<file path="src/rtl/servo_ramp_scheduler_if.sv">
// Target-write channel between the SPI command decoder (master) and the
// servo ramp scheduler (slave).
interface servo_ramp_scheduler_if;
    logic       iWr_Valid;
    logic       oWr_Ready;
    logic [3:0] iWr_Ch;
    logic [7:0] iWr_Pos;

    modport master (
        output iWr_Valid,
        output iWr_Ch,
        output iWr_Pos,
        input  oWr_Ready
    );

    modport slave (
        input  iWr_Valid,
        input  iWr_Ch,
        input  iWr_Pos,
        output oWr_Ready
    );
endinterface

</file>
<file path="src/rtl/servo_ramp_scheduler.sv">
// Per-frame slew limiter for twelve servo control bytes.
// Optional feature macro: SERVO_LIMIT_EN clamps accepted targets to [MIN_POS, MAX_POS].
module servo_ramp_scheduler #(
    parameter int          CLK_HZ    = 50_000_000,
    parameter int          FRAME_HZ  = 50,
    parameter int          NUM_CH    = 12,
    parameter int          STEP      = 2,
    parameter logic [7:0]  RESET_POS = 8'd128,
    parameter logic [7:0]  MIN_POS   = 8'd16,
    parameter logic [7:0]  MAX_POS   = 8'd240
) (
    input  logic                  clk,
    input  logic                  rst_n,
    servo_ramp_scheduler_if.slave wr_if,
    input  logic                  iHold,
    output logic [8*NUM_CH-1:0]   oPWM_Control_Sig,
    output logic                  oFrame_Tick,
    output logic                  oBusy,
    output logic                  oSettled
);

    localparam int FRAME_CYC = CLK_HZ / FRAME_HZ;
    localparam int CW        = (FRAME_CYC > 1) ? $clog2(FRAME_CYC) : 1;
    localparam logic [CW-1:0] CNT_LAST = CW'(FRAME_CYC - 1);
    localparam logic [3:0]    CH_LAST  = 4'(NUM_CH - 1);
    localparam logic [8:0]    STEP_W   = 9'(STEP);
    localparam logic [7:0]    STEP_B   = 8'(STEP);

    typedef enum logic [1:0] {
        ST_IDLE = 2'd0,
        ST_SCAN = 2'd1,
        ST_DONE = 2'd2
    } state_t;

    state_t         state_q, state_d;
    logic [3:0]     idx_q, idx_d;
    logic [CW-1:0]  cnt_q, cnt_d;
    logic           tick_q;
    logic           ready_q;
    logic           busy_q;
    logic           settled_q;
    logic           eval_q;
    logic [7:0]     cur_q [NUM_CH];
    logic [7:0]     tgt_q [NUM_CH];
    logic           wr_fire_s;
    logic [7:0]     wr_pos_s;
    logic           all_eq_s;

    function automatic logic [7:0] clamp_pos(input logic [7:0] p);
        if (p < MIN_POS) begin
            return MIN_POS;
        end else if (p > MAX_POS) begin
            return MAX_POS;
        end else begin
            return p;
        end
    endfunction

    // Move cur at most STEP toward tgt; the 9-bit distance rules out wrap and overshoot.
    function automatic logic [7:0] step_pos(input logic [7:0] cur, input logic [7:0] tgt);
        logic [8:0] d;
        if (tgt >= cur) begin
            d = {1'b0, tgt} - {1'b0, cur};
        end else begin
            d = {1'b0, cur} - {1'b0, tgt};
        end
        if (d == 9'd0) begin
            return cur;
        end else if (d <= STEP_W) begin
            return tgt;
        end else if (tgt > cur) begin
            return cur + STEP_B;
        end else begin
            return cur - STEP_B;
        end
    endfunction

    assign wr_fire_s = wr_if.iWr_Valid && ready_q;

`ifdef SERVO_LIMIT_EN
    assign wr_pos_s = clamp_pos(wr_if.iWr_Pos);
`else
    assign wr_pos_s = wr_if.iWr_Pos;
`endif

    // Frame counter next value, wrapping at the terminal count.
    always_comb begin
        cnt_d = cnt_q + 1'b1;
        if (cnt_q == CNT_LAST) begin
            cnt_d = '0;
        end else begin
            cnt_d = cnt_q + 1'b1;
        end
    end

    // Free-running frame counter and registered frame tick.
    always_ff @(posedge clk) begin
        if (!rst_n) begin
            cnt_q  <= '0;
            tick_q <= 1'b0;
        end else begin
            cnt_q  <= cnt_d;
            tick_q <= (cnt_d == CNT_LAST);
        end
    end

    // Scan FSM next state and channel index.
    always_comb begin
        state_d = state_q;
        idx_d   = idx_q;
        case (state_q)
            ST_IDLE: begin
                if (tick_q && !iHold) begin
                    state_d = ST_SCAN;
                    idx_d   = 4'd0;
                end else begin
                    state_d = ST_IDLE;
                end
            end
            ST_SCAN: begin
                if (idx_q == CH_LAST) begin
                    state_d = ST_DONE;
                end else begin
                    idx_d = idx_q + 4'd1;
                end
            end
            ST_DONE: begin
                state_d = ST_IDLE;
            end
            default: begin
                state_d = ST_IDLE;
                idx_d   = 4'd0;
            end
        endcase
    end

    // FSM state register plus state-decoded handshake and busy flags.
    always_ff @(posedge clk) begin
        if (!rst_n) begin
            state_q <= ST_IDLE;
            idx_q   <= 4'd0;
            ready_q <= 1'b1;
            busy_q  <= 1'b0;
        end else begin
            state_q <= state_d;
            idx_q   <= idx_d;
            ready_q <= (state_d != ST_SCAN);
            busy_q  <= (state_d != ST_IDLE);
        end
    end

    // Target store; out-of-range channel writes match no entry and vanish.
    always_ff @(posedge clk) begin
        if (!rst_n) begin
            for (int k = 0; k < NUM_CH; k++) begin
                tgt_q[k] <= RESET_POS;
            end
        end else begin
            for (int k = 0; k < NUM_CH; k++) begin
                if (wr_fire_s && (wr_if.iWr_Ch == 4'(k))) begin
                    tgt_q[k] <= wr_pos_s;
                end else begin
                    tgt_q[k] <= tgt_q[k];
                end
            end
        end
    end

    // Live positions: one channel stepped per SCAN cycle.
    always_ff @(posedge clk) begin
        if (!rst_n) begin
            for (int k = 0; k < NUM_CH; k++) begin
                cur_q[k] <= RESET_POS;
            end
        end else begin
            for (int k = 0; k < NUM_CH; k++) begin
                if ((state_q == ST_SCAN) && (idx_q == 4'(k))) begin
                    cur_q[k] <= step_pos(cur_q[k], tgt_q[k]);
                end else begin
                    cur_q[k] <= cur_q[k];
                end
            end
        end
    end

    // All-channels-settled comparison.
    always_comb begin
        all_eq_s = 1'b1;
        for (int k = 0; k < NUM_CH; k++) begin
            if (cur_q[k] != tgt_q[k]) begin
                all_eq_s = 1'b0;
            end else begin
                all_eq_s = all_eq_s;
            end
        end
    end

    // Settled flag, refreshed at DONE and one cycle after each accepted write.
    always_ff @(posedge clk) begin
        if (!rst_n) begin
            eval_q    <= 1'b0;
            settled_q <= 1'b1;
        end else begin
            eval_q <= wr_fire_s;
            if ((state_q == ST_DONE) || eval_q) begin
                settled_q <= all_eq_s;
            end else begin
                settled_q <= settled_q;
            end
        end
    end

    // Flatten the position registers onto the PWM control bus.
    always_comb begin
        oPWM_Control_Sig = '0;
        for (int k = 0; k < NUM_CH; k++) begin
            oPWM_Control_Sig[8*k +: 8] = cur_q[k];
        end
    end

    assign wr_if.oWr_Ready = ready_q;
    assign oFrame_Tick     = tick_q;
    assign oBusy           = busy_q;
    assign oSettled        = settled_q;

endmodule
</file>
<file path="src/flat_wrapper.sv">
// flat-port wrapper written by rule: the top's interface ports become plain ports
module servo_ramp_scheduler_flat 
#(
    parameter int          CLK_HZ    = 50_000_000,
    parameter int          FRAME_HZ  = 50,
    parameter int          NUM_CH    = 12,
    parameter int          STEP      = 2,
    parameter logic [7:0]  RESET_POS = 8'd128,
    parameter logic [7:0]  MIN_POS   = 8'd16,
    parameter logic [7:0]  MAX_POS   = 8'd240
)
  (clk, rst_n, iHold, oPWM_Control_Sig, oFrame_Tick, oBusy, oSettled, wr_if_iWr_Valid, wr_if_iWr_Ch, wr_if_iWr_Pos, wr_if_oWr_Ready);
  servo_ramp_scheduler_if wr_if_i ();
  input  logic clk;
  input  logic rst_n;
  input  logic iHold;
  output logic [8*NUM_CH-1:0] oPWM_Control_Sig;
  output logic oFrame_Tick;
  output logic oBusy;
  output logic oSettled;
  input wire logic [$bits(wr_if_i.iWr_Valid)-1:0] wr_if_iWr_Valid;
  input wire logic [$bits(wr_if_i.iWr_Ch)-1:0] wr_if_iWr_Ch;
  input wire logic [$bits(wr_if_i.iWr_Pos)-1:0] wr_if_iWr_Pos;
  output wire logic [$bits(wr_if_i.oWr_Ready)-1:0] wr_if_oWr_Ready;
  assign wr_if_i.iWr_Valid = wr_if_iWr_Valid;
  assign wr_if_i.iWr_Ch = wr_if_iWr_Ch;
  assign wr_if_i.iWr_Pos = wr_if_iWr_Pos;
  assign wr_if_oWr_Ready = wr_if_i.oWr_Ready;
  servo_ramp_scheduler #(.CLK_HZ(CLK_HZ), .FRAME_HZ(FRAME_HZ), .NUM_CH(NUM_CH), .STEP(STEP), .RESET_POS(RESET_POS), .MIN_POS(MIN_POS), .MAX_POS(MAX_POS)) u_core (.clk(clk), .rst_n(rst_n), .wr_if(wr_if_i), .iHold(iHold), .oPWM_Control_Sig(oPWM_Control_Sig), .oFrame_Tick(oFrame_Tick), .oBusy(oBusy), .oSettled(oSettled));
endmodule
</file>
<file path="config.mk">
export PLATFORM = sky130hd
export DESIGN_NAME = servo_ramp_scheduler_flat
export DESIGN_NICKNAME = d
export VERILOG_FILES = /design/src/rtl/servo_ramp_scheduler_if.sv /design/src/rtl/servo_ramp_scheduler.sv /design/src/flat_wrapper.sv
export SDC_FILE = /design/constraint.sdc
export NUM_CORES = 1
export LEC_CHECK = 0
export BUFFER_PORTS_ARGS = -buffer_cell sky130_fd_sc_hd__buf_2
export CORE_ASPECT_RATIO = 0.8
export CORE_MARGIN = 2
export CORE_UTILIZATION = 30
export DETAILED_ROUTE_END_ITERATION = 8
export MAX_ROUTING_LAYER = met4
export PLACE_DENSITY = 0.44
export SETUP_SLACK_MARGIN = 0.05
export SLEW_MARGIN = 10
export SYNTH_ARGS = -nofsm -noshare
export SYNTH_HDL_FRONTEND = slang
export SYNTH_SLANG_ARGS = --single-unit
</file>
<file path="constraint.sdc">
create_clock -name clk -period 4.2 [get_ports clk]
set_clock_uncertainty 0.05 [all_clocks]
set_input_delay 0 -clock clk [delete_from_list [all_inputs] [get_ports clk]]
set_output_delay 0 -clock clk [all_outputs]
set_load 0.05 [all_outputs]
</file>
# Word level (Yosys, flattened, before mapping)
# Memory sizes are Yosys's and may differ from the RTL's.
# Index checks and enable logic that the tools add are counted.
dict set report totals {
  romBits 0
  mem_bits_rw 192
  reg_bits 31
  mem_count 2
  latch_bits 0
  in_bits 16
}
# name words word_bits rd rd_clocked_by_memory_dff write_ports line
set mem_list {}
lappend mem_list {u_core.cur_q 12 8 12 0 12 servo_ramp_scheduler.sv:43} ;# logic [7:0] cur_q [NUM_CH];
lappend mem_list {u_core.tgt_q 12 8 12 0 12 servo_ramp_scheduler.sv:44} ;# logic [7:0] tgt_q [NUM_CH];
dict set report classes {
  n_bitwise 49
  reduce_logical 45
  shift 0
  order_cmp 36
  mux 308
  add_sub_neg 50
  div 0
  multipliers 0
  eq_ne 41
}
# op count
set ops {}
lappend ops {{8-bit 2-to-1 mux} 108}
lappend ops {{9-bit 2-to-1 mux} 36}
lappend ops {{8-bit by 8-bit subtractor with 9-bit output} 24}
lappend ops {{1-bit 2-to-1 mux} 158}
lappend ops {{9-bit by 2-bit <= comparator with 1-bit output, second input constant} 12}
lappend ops {{9-bit zero test} 12}
lappend ops {{8-bit by 2-bit adder with 8-bit output, second input constant} 12}
lappend ops {{8-bit greater-or-equal comparator} 12}
lappend ops {{8-bit > comparator} 12}
lappend ops {{8-bit != test} 12}
lappend ops {{8-bit by 2-bit subtractor with 8-bit output, second input constant} 12}
lappend ops {{1-bit bitwise OR} 48}
lappend ops {{20-bit equality test, second input constant} 2}
lappend ops {{4-bit by 3-bit equality test with 1-bit output, second input constant} 8}
lappend ops {{4-bit equality test, second input constant} 8}
lappend ops {{1-bit logical AND} 26}
lappend ops {{20-bit by 1-bit adder with 20-bit output, second input constant} 1}
lappend ops {{20-bit 2-to-1 mux} 1}
lappend ops {{4-bit by 2-bit equality test with 1-bit output, second input constant} 4}
lappend ops {{4-bit one-hot mux with 3 select lines} 1}
lappend ops {{4-bit by 1-bit equality test with 1-bit output, second input constant} 2}
lappend ops {{4-bit zero test} 2}
lappend ops {{4-bit 2-to-1 mux} 2}
lappend ops {{4-bit by 1-bit adder with 4-bit output, second input constant} 1}
lappend ops {{other kinds (12)} 13}

# Logic depth before layout (Yosys ltp)
# Gate-level depths: netlist (run 1).
# An unclocked memory read counts as a cell.
dict set report depth {
  word_depth 14
  mapped_depth 17
}

# Worst setup path before layout (run 1)
# No wires, ideal clock.
dict set report synth_timing {
  kind {flip-flop to flip-flop}
  startpoint {memory u_core.cur_q[9][1] (netlist: u_core.cur_q[0][73])}
  endpoint {memory u_core.cur_q[9][7] (netlist: u_core.cur_q[0][79]), data pin}
  slack_ns 0.080
  path_buffers 0
  synth_period_minus_slack_ns 4.120
  t_required_ns 3.891
  t_arrival_ns 3.811
  path_stages_with_launch 16
  cell_sequence {edfxtp_1 inv_1 ha_1 nor2b_1 o211ai_1 nand3_1 and3_1 o22ai_1 ha_1 a21o_1 a21oi_1 o21bai_1 a21oi_1 xnor2_1 xnor2_1 a211o_1}
}
# element line
set synth_lines {}
lappend synth_lines {{start, declared} servo_ramp_scheduler.sv:43}

==> results.py, run 1 <==
metrics = {
    "timing": {
        "tightest_slew_ps": 1210,
        "max_slew_margin": 0.182,
        "finalSetupTns_ps": 0,
        "finalHoldViolations": 0,
        "rsz0062_at_grt": "no",
        "maxSlewViolCount": 0,
        "max_freq_ghz": 0.256,
        "setup_viol": 0,
        "fin_crit_sh": 0.929,
        "final.min_clock_period_ps": 3900,
    },
    "setup_path": {
        "cp-end-kind": "flip-flop",
        "path_delay_family": "compound AO/OA/AOI/OAI gates",
        "critPathSlowestCell": "edfxtp_1",
        "crit_buf_inv": 1,
        "critPathMaxFanout": 8,
        "worstPathCellList": "inv_1 > ha_1 > nand3_1 > o21bai_1 > nand3_1 > a21oi_1 > or2_2 > fa_1 > a21o_1 > a21oi_1 > o21bai_1 > a21oi_1 > xnor2_1 > xnor2_1 > and2_1 > mux2i_1",
        "criticalPathCategory": "flip-flop to flip-flop",
        "cp.required_ps": 4480,
        "crit_top_cell": "a21oi_1",
        "arrival_ps": 4180,
        "crit_path_start_kind": "flip-flop",
        "slowest_delay_ps": 470,
    },
    "clocking": {
        "h-tree-depth": 1,
        "cts-root-buf": "clkbuf_16",
        "cts_tree": "built",
        "cts.clk_slew.worst_paths_ps": 70,
        "clkLatencyLatePin_ps": 600,
        "cts_buffer_depth": 3,
        "numCtsBuffers": 30,
        "cts_sinks": 223,
    },
    "routing": {
        "vias_per_cell": 5.16,
        "vias": 19200,
        "firstDrtPassIters": 7,
        "dr.first_iter.drc_count": 1261,
        "remaining_drc_errors": 0,
        "antenna_left": 0,
        "met3_length_um": 3490,
        "wl_met1_um": 33800,
        "routed_wl_um": 67400,
        "highest_layer": "met4",
        "wl_per_cell_um": 18.1,
        "wl_met2_um": 28800,
    },
    "synth": {
        "synth_area_sq_mm": 0.0224,
        "synth_flop_cell": "edfxtp_1",
        "syn-num-nets": 2890,
        "yosysUniqueCellTypes": 96,
        "yosys_register_bits": 223,
        "syn-instance-count": 2581,
        "yosysWarnings": 0,
        "ys_seq_area_frac": 0.285,
        "synth_edf_count": 192,
        "syn_avg_cell_area_sq_um": 8.68,
        "async_flop_share": 0,
    },
    "pwr": {
        "irDropWorstVdd_v": 0.000391,
        "power_mw": 18.8,
        "leakage_nw": 10.9,
        "power_density_mw_per_mm2": 735,
    },
    "hold_path": {
        "holdCritPathClass": "input port to flip-flop",
    },
    "floorplanning": {
        "die_area_sq_mm": 0.0769,
        "start_util": 0.303,
        "die_x_um": 310,
        "core-area_sq_mm": 0.0738,
        "rows": 89,
        "io_pins": 116,
        "die_y_um": 248,
    },
    "grt": {
        "antenna_found_initial": 4,
        "grt_use_total": 0.177,
        "grt_start_max_net_pins": 71,
        "grt_pass1_wl_um": 106000,
        "first_global_vias": 18500,
        "overflow": 0,
    },
    "run": {
        "drv_cap": 0,
    },
    "place": {
        "dp.final_hpwl_um": 52100,
        "port_buffers": 115,
        "place_congestion": 0.886,
    },
    "layout": {
        "final_core_util": 0.346,
        "syn2layout_area_growth_pct": 14.1,
        "nNetsFinal": 3011,
        "fillerInstances": 7627,
        "drive_gt1_frac": 0.106,
    },
    "status": {
        "status": "finished, final reports clean",
    },
}
-- worst paths after layout --
path | start | to | slack (ps) | cells past startpoint
max | u_core.cur_q[0][60] | u_core.cur_q[0][63] | 300 | 16
min | wr_if_iWr_Ch[1] | u_core.tgt_q[0][16] | 20 | 4
max reg2reg | u_core.cur_q[0][60] | u_core.cur_q[0][63] | 300 | 16
min reg2reg | u_core.cnt_q[0] | u_core.cnt_q[0] | 420 | 1
-- power by group --
group	total (mW)	switching [mW]	internal (mW)
clock	2.78	1.11	1.67
combinational	12.5	7.40	5.05
sequential	3.56	0.499	3.06
-- cells in the final DEF (no fill, tap or decap), types with 36 or more instances in the layout --
master	n
a21o_1	78
a21oi_1	191
and2_1	79
and3_1	36
buf_2	114
buf_4	69
edfxtp_1	192
fa_1	36
ha_1	254
inv_1	286
mux2i_1	63
nand2_1	156
nand2b_1	36
nand3_1	75
nor2_1	138
nor3_1	65
o21ai_0	121
xnor2_1	99
xor2_1	48
-- cells in the mapped netlist (28+ instances only) --
master | number | area (sq um)
a21oi_1 | 192 | 961
and2_1 | 79 | 494
mux2i_1 | 63 | 631
a211oi_1 | 33 | 248
inv_1 | 286 | 1070
ha_1 | 257 | 3220
buf_2 | 28 | 140
fa_1 | 36 | 721
nor3_1 | 65 | 325
xnor2_1 | 99 | 867
nor2_1 | 138 | 518
edfxtp_1 | 192 | 5770
o21a_1 | 35 | 263
clkbuf_1 | 76 | 285
o21ai_0 | 125 | 626
xor2_1 | 48 | 420
o21bai_1 | 32 | 240
nand3_1 | 75 | 375
nor2b_1 | 35 | 219
a21o_1 | 78 | 586
nand4_1 | 30 | 188
nand2_1 | 156 | 586
nand2b_1 | 36 | 225
dfxtp_1 | 31 | 621
and3_1 | 36 | 225
-- logic make-up (layout without fill, tap and decap cells) --
logic type,count (synthesis),in the layout,synth area share
other,0,1,0
AND/OR/NAND/NOR,748,748,0.172
flip-flops,223,223,0.285
AO/OA/AOI/OAI,705,705,0.210
adder cells (fa/ha/maj),293,293,0.176
buffers and inverters,395,540,0.0683
multiplexers,70,70,0.0317
XOR/XNOR,147,147,0.0575
-- flip-flops by register name, summed over array words and instances, names as in the netlist, 2 cells and up --
name and count:
u_core.idx_q 4, u_core.cur_q 96, u_core.state_q 2, u_core.tgt_q 96, u_core.cnt_q 20
-- worst reg2reg max path, stage by stage, from the launching register on --
cell and delay [ps]:
edfxtp_1 470, inv_1 70, ha_1 470, nand3_1 190, o21bai_1 220, nand3_1 120
a21oi_1 70, or2_2 370, fa_1 440, a21o_1 180, a21oi_1 230, o21bai_1 100
a21oi_1 170, xnor2_1 150, xnor2_1 140, and2_1 140, mux2i_1 60
-- area by class of cell --
| class | instances | area, sq um | area share |
|---|---|---|---|
| multi-input combinational | 1963 | 14600 | 0.569 |
| timing repair buffer | 196 | 1220 | 0.0477 |
| tap | 1001 | 1250 | 0.0490 |
| inverter | 288 | 1080 | 0.0423 |
| antenna | 1 | 2.50 | 0.0000979 |
| clock inverter | 14 | 166 | 0.00651 |
| sequential | 223 | 6390 | 0.250 |
| clock buffer | 42 | 897 | 0.0351 |
-- per-layer routing --
metal,vias to the layer above,track usage
met2,427,0.261
li1,9517,-
met4,0,0.0319
met1,9199,0.256
met5,-,-
met3,86,0.0261
-- what timing repair did --
item	CTS	global route
buffers inserted	0	0
gates resized for setup	0	13
endpoints found under the hold margin	59	0
endpoints found under the setup margin	0	8
hold buffers	12	0
-- per-stage QoR --
stage	setup slack [ps]	area, sq um	instances	hold WS (ps)
2_1_floorplan	80.5	22400	2581	108
3_3_place_gp	243	24300	3659	283
3_5_place_dp	160	24300	3659	292
4_1_cts	137	25500	3727	5.60
5_1_grt	51.4	25600	3727	34.2
6_report	298	25600	3728	15.9
No activity file was read; power rests on OpenSTA's default activity.
==> run 2: changes to the inputs <==
==> constraint.sdc (replaced) <==
create_clock -name clk -period 4.2 [get_ports clk]
set_clock_uncertainty 0.05 [all_clocks]
set_input_delay 0.42 -clock clk [delete_from_list [all_inputs] [get_ports clk]]
set_output_delay 0.42 -clock clk [all_outputs]
set_load 0.05 [all_outputs]
==> run 2 against run 1 <==
Compared with the run above:
- fmax is 0.44% lower
- register-to-register slack worse by 20 ps
- final cell count is 0.40% lower
==> results.py, run 2 (synthesized netlist as in run 1, its figures left out) <==
metrics = {
    "grt": {
        "grt_use_total": 0.178,
        "first_global_vias": 18300,
        "overflow": 0,
        "grt_pass1_wl_um": 107000,
        "grt_start_max_net_pins": 128,
        "antenna_found_initial": 6,
    },
    "layout": {
        "syn2layout_area_growth_pct": 13.4,
        "drive_gt1_frac": 0.106,
        "mostFrequentLayoutCells": "inv_1, ha_1, a21oi_1, edfxtp_1, nand2_1",
        "seqCellArea_sq_mm": 0.00639,
        "final_cell_area_sq_mm": 0.0254,
        "layout.cells.non_filler": 3713,
        "fillerInstances": 7632,
        "nNetsFinal": 2995,
        "reg.largest.list": "u_core.cur_q (96), u_core.tgt_q (96), u_core.cnt_q (20)",
        "final_common_cell": "inv_1",
        "multi_input_area_sq_mm": 0.0145,
    },
    "floorplanning": {
        "core-area_sq_mm": 0.0738,
        "start_util": 0.303,
        "die_x_um": 310,
        "io_pins": 116,
        "die_y_um": 248,
        "die_area_sq_mm": 0.0769,
        "rows": 89,
    },
    "routing": {
        "antenna_left": 0,
        "vias": 19100,
        "firstDrtPassIters": 5,
        "wl_per_cell_um": 18.5,
        "vias_per_cell": 5.14,
        "remaining_drc_errors": 0,
        "dr.first_iter.drc_count": 1288,
        "routed_wl_um": 68700,
    },
    "status": {
        "status": "finished, final reports clean",
    },
    "timing": {
        "fin_hold_ws_ps": 107,
        "max_freq_ghz": 0.255,
        "fin_crit_sh": 0.933,
        "finalHoldViolations": 0,
        "finalSetupTns_ps": 0,
        "tightest_slew_ps": 1140,
        "final.min_clock_period_ps": 3920,
        "maxSlewViolCount": 0,
        "max_slew_margin": 0.238,
        "setup_viol": 0,
        "rsz0062_at_grt": "yes",
    },
    "pwr": {
        "leakage_nw": 10.8,
        "power_density_mw_per_mm2": 742,
        "irDropWorstVdd_v": 0.000594,
        "power_mw": 18.8,
    },
    "setup_path": {
        "cp-startpoint": "u_core.cur_q[0][60]",
        "arrival_ps": 4180,
        "crit_path_start_kind": "flip-flop",
        "r2r_start": "u_core.cur_q[0][60]",
        "criticalPathCategory": "flip-flop to flip-flop",
        "endpoint": "u_core.cur_q[0][63]",
        "cp.required_ps": 4460,
        "reg2reg_setup_slack_ps": 280,
        "reg2reg_to": "u_core.cur_q[0][63]",
        "critPathMaxFanout": 8,
        "rr_worst_depth": 16,
        "cp-end-kind": "flip-flop",
    },
    "place": {
        "dp.cells": 3654,
        "dp.final_hpwl_um": 52500,
        "place_congestion": 0.892,
        "place_area_sq_mm": 0.0243,
        "port_buffers": 115,
    },
    "clocking": {
        "cts.clk_slew.worst_paths_ps": 60,
        "hold_buffers": 0,
        "cts_buffer_depth": 3,
        "cts_tree": "built",
        "post_cts_buffers": 0,
        "cts_sinks": 223,
        "cts-root-buf": "clkbuf_16",
        "h-tree-depth": 1,
        "clkLatencyLatePin_ps": 590,
        "numCtsBuffers": 31,
    },
    "hold_path": {
        "holdCritPathClass": "input port to flip-flop",
    },
    "run": {
        "drv_cap": 0,
    },
}
## run 2: how the worst min path moves through the flow
stage | slack, ps | to | startpoint | depth (start not counted)
after CTS | 70 | u_core.eval_q | wr_if_iWr_Valid | 3
final | 110 | u_core.eval_q | wr_if_iWr_Valid | 3
after global placement | 400 | u_core.cnt_q[0] | u_core.cnt_q[0] | 1
after floorplan | 380 | u_core.cnt_q[0] | u_core.cnt_q[0] | 1
after detailed placement | 420 | u_core.cnt_q[0] | u_core.cnt_q[0] | 1
after global routing | 90 | u_core.eval_q | wr_if_iWr_Valid | 3
## run 2: worst max-delay path, stage by stage, from the launching register on
cell and delay (ps):
edfxtp_1 470, inv_1 80, ha_2 420, nand3_1 170, o21bai_1 220, nand3_1 120
a21oi_1 70, or2_2 380, fa_1 440, a21o_1 180, a21oi_1 230, o21bai_1 110
a21oi_1 190, xnor2_1 160, xnor2_1 150, and2_1 140, mux2i_1 60
## run 2: report_power, final
| group | leakage [nW] | internal, mW | switching, mW |
|---|---|---|---|
| sequential | 2.18 | 3.06 | 0.510 |
| combinational | 8.14 | 5.04 | 7.41 |
| clock | 0.534 | 1.69 | 1.14 |
| total | 10.8 | 9.79 | 9.06 |
## run 2: routing by layer
layer	routed length, um	vias to the layer above	GRT usage
met3	2890	64	0.0182
met2	29900	398	0.268
met4	1110	0	0.0295
met1	34700	9164	0.261
met5	0	-	-
li1	-	9466	-
## run 2: metrics by stage
step | util | setup WS [ps]
floorplan | - | 80.5
global placement | 0.329 | 204
detailed placement | 0.329 | 195
CTS | 0.344 | 159
global route | 0.344 | 8.40
finish | 0.344 | 281
## run 2: repair_timing
item                                    in CTS  in global routing
endpoints found under the hold margin        0                  0
endpoints found under the setup margin       0                  7
resized for setup                            0                 11
## run 2: area by class of cell
cell class | count | share of cell area
multi-input cells | 1963 | 0.572
flip-flops and latches | 223 | 0.251
well taps | 1001 | 0.0493
inverters | 288 | 0.0426
repair buffers | 179 | 0.0423
clock buffers | 36 | 0.0333
clock inverters | 21 | 0.00916
diodes | 2 | 0.000197
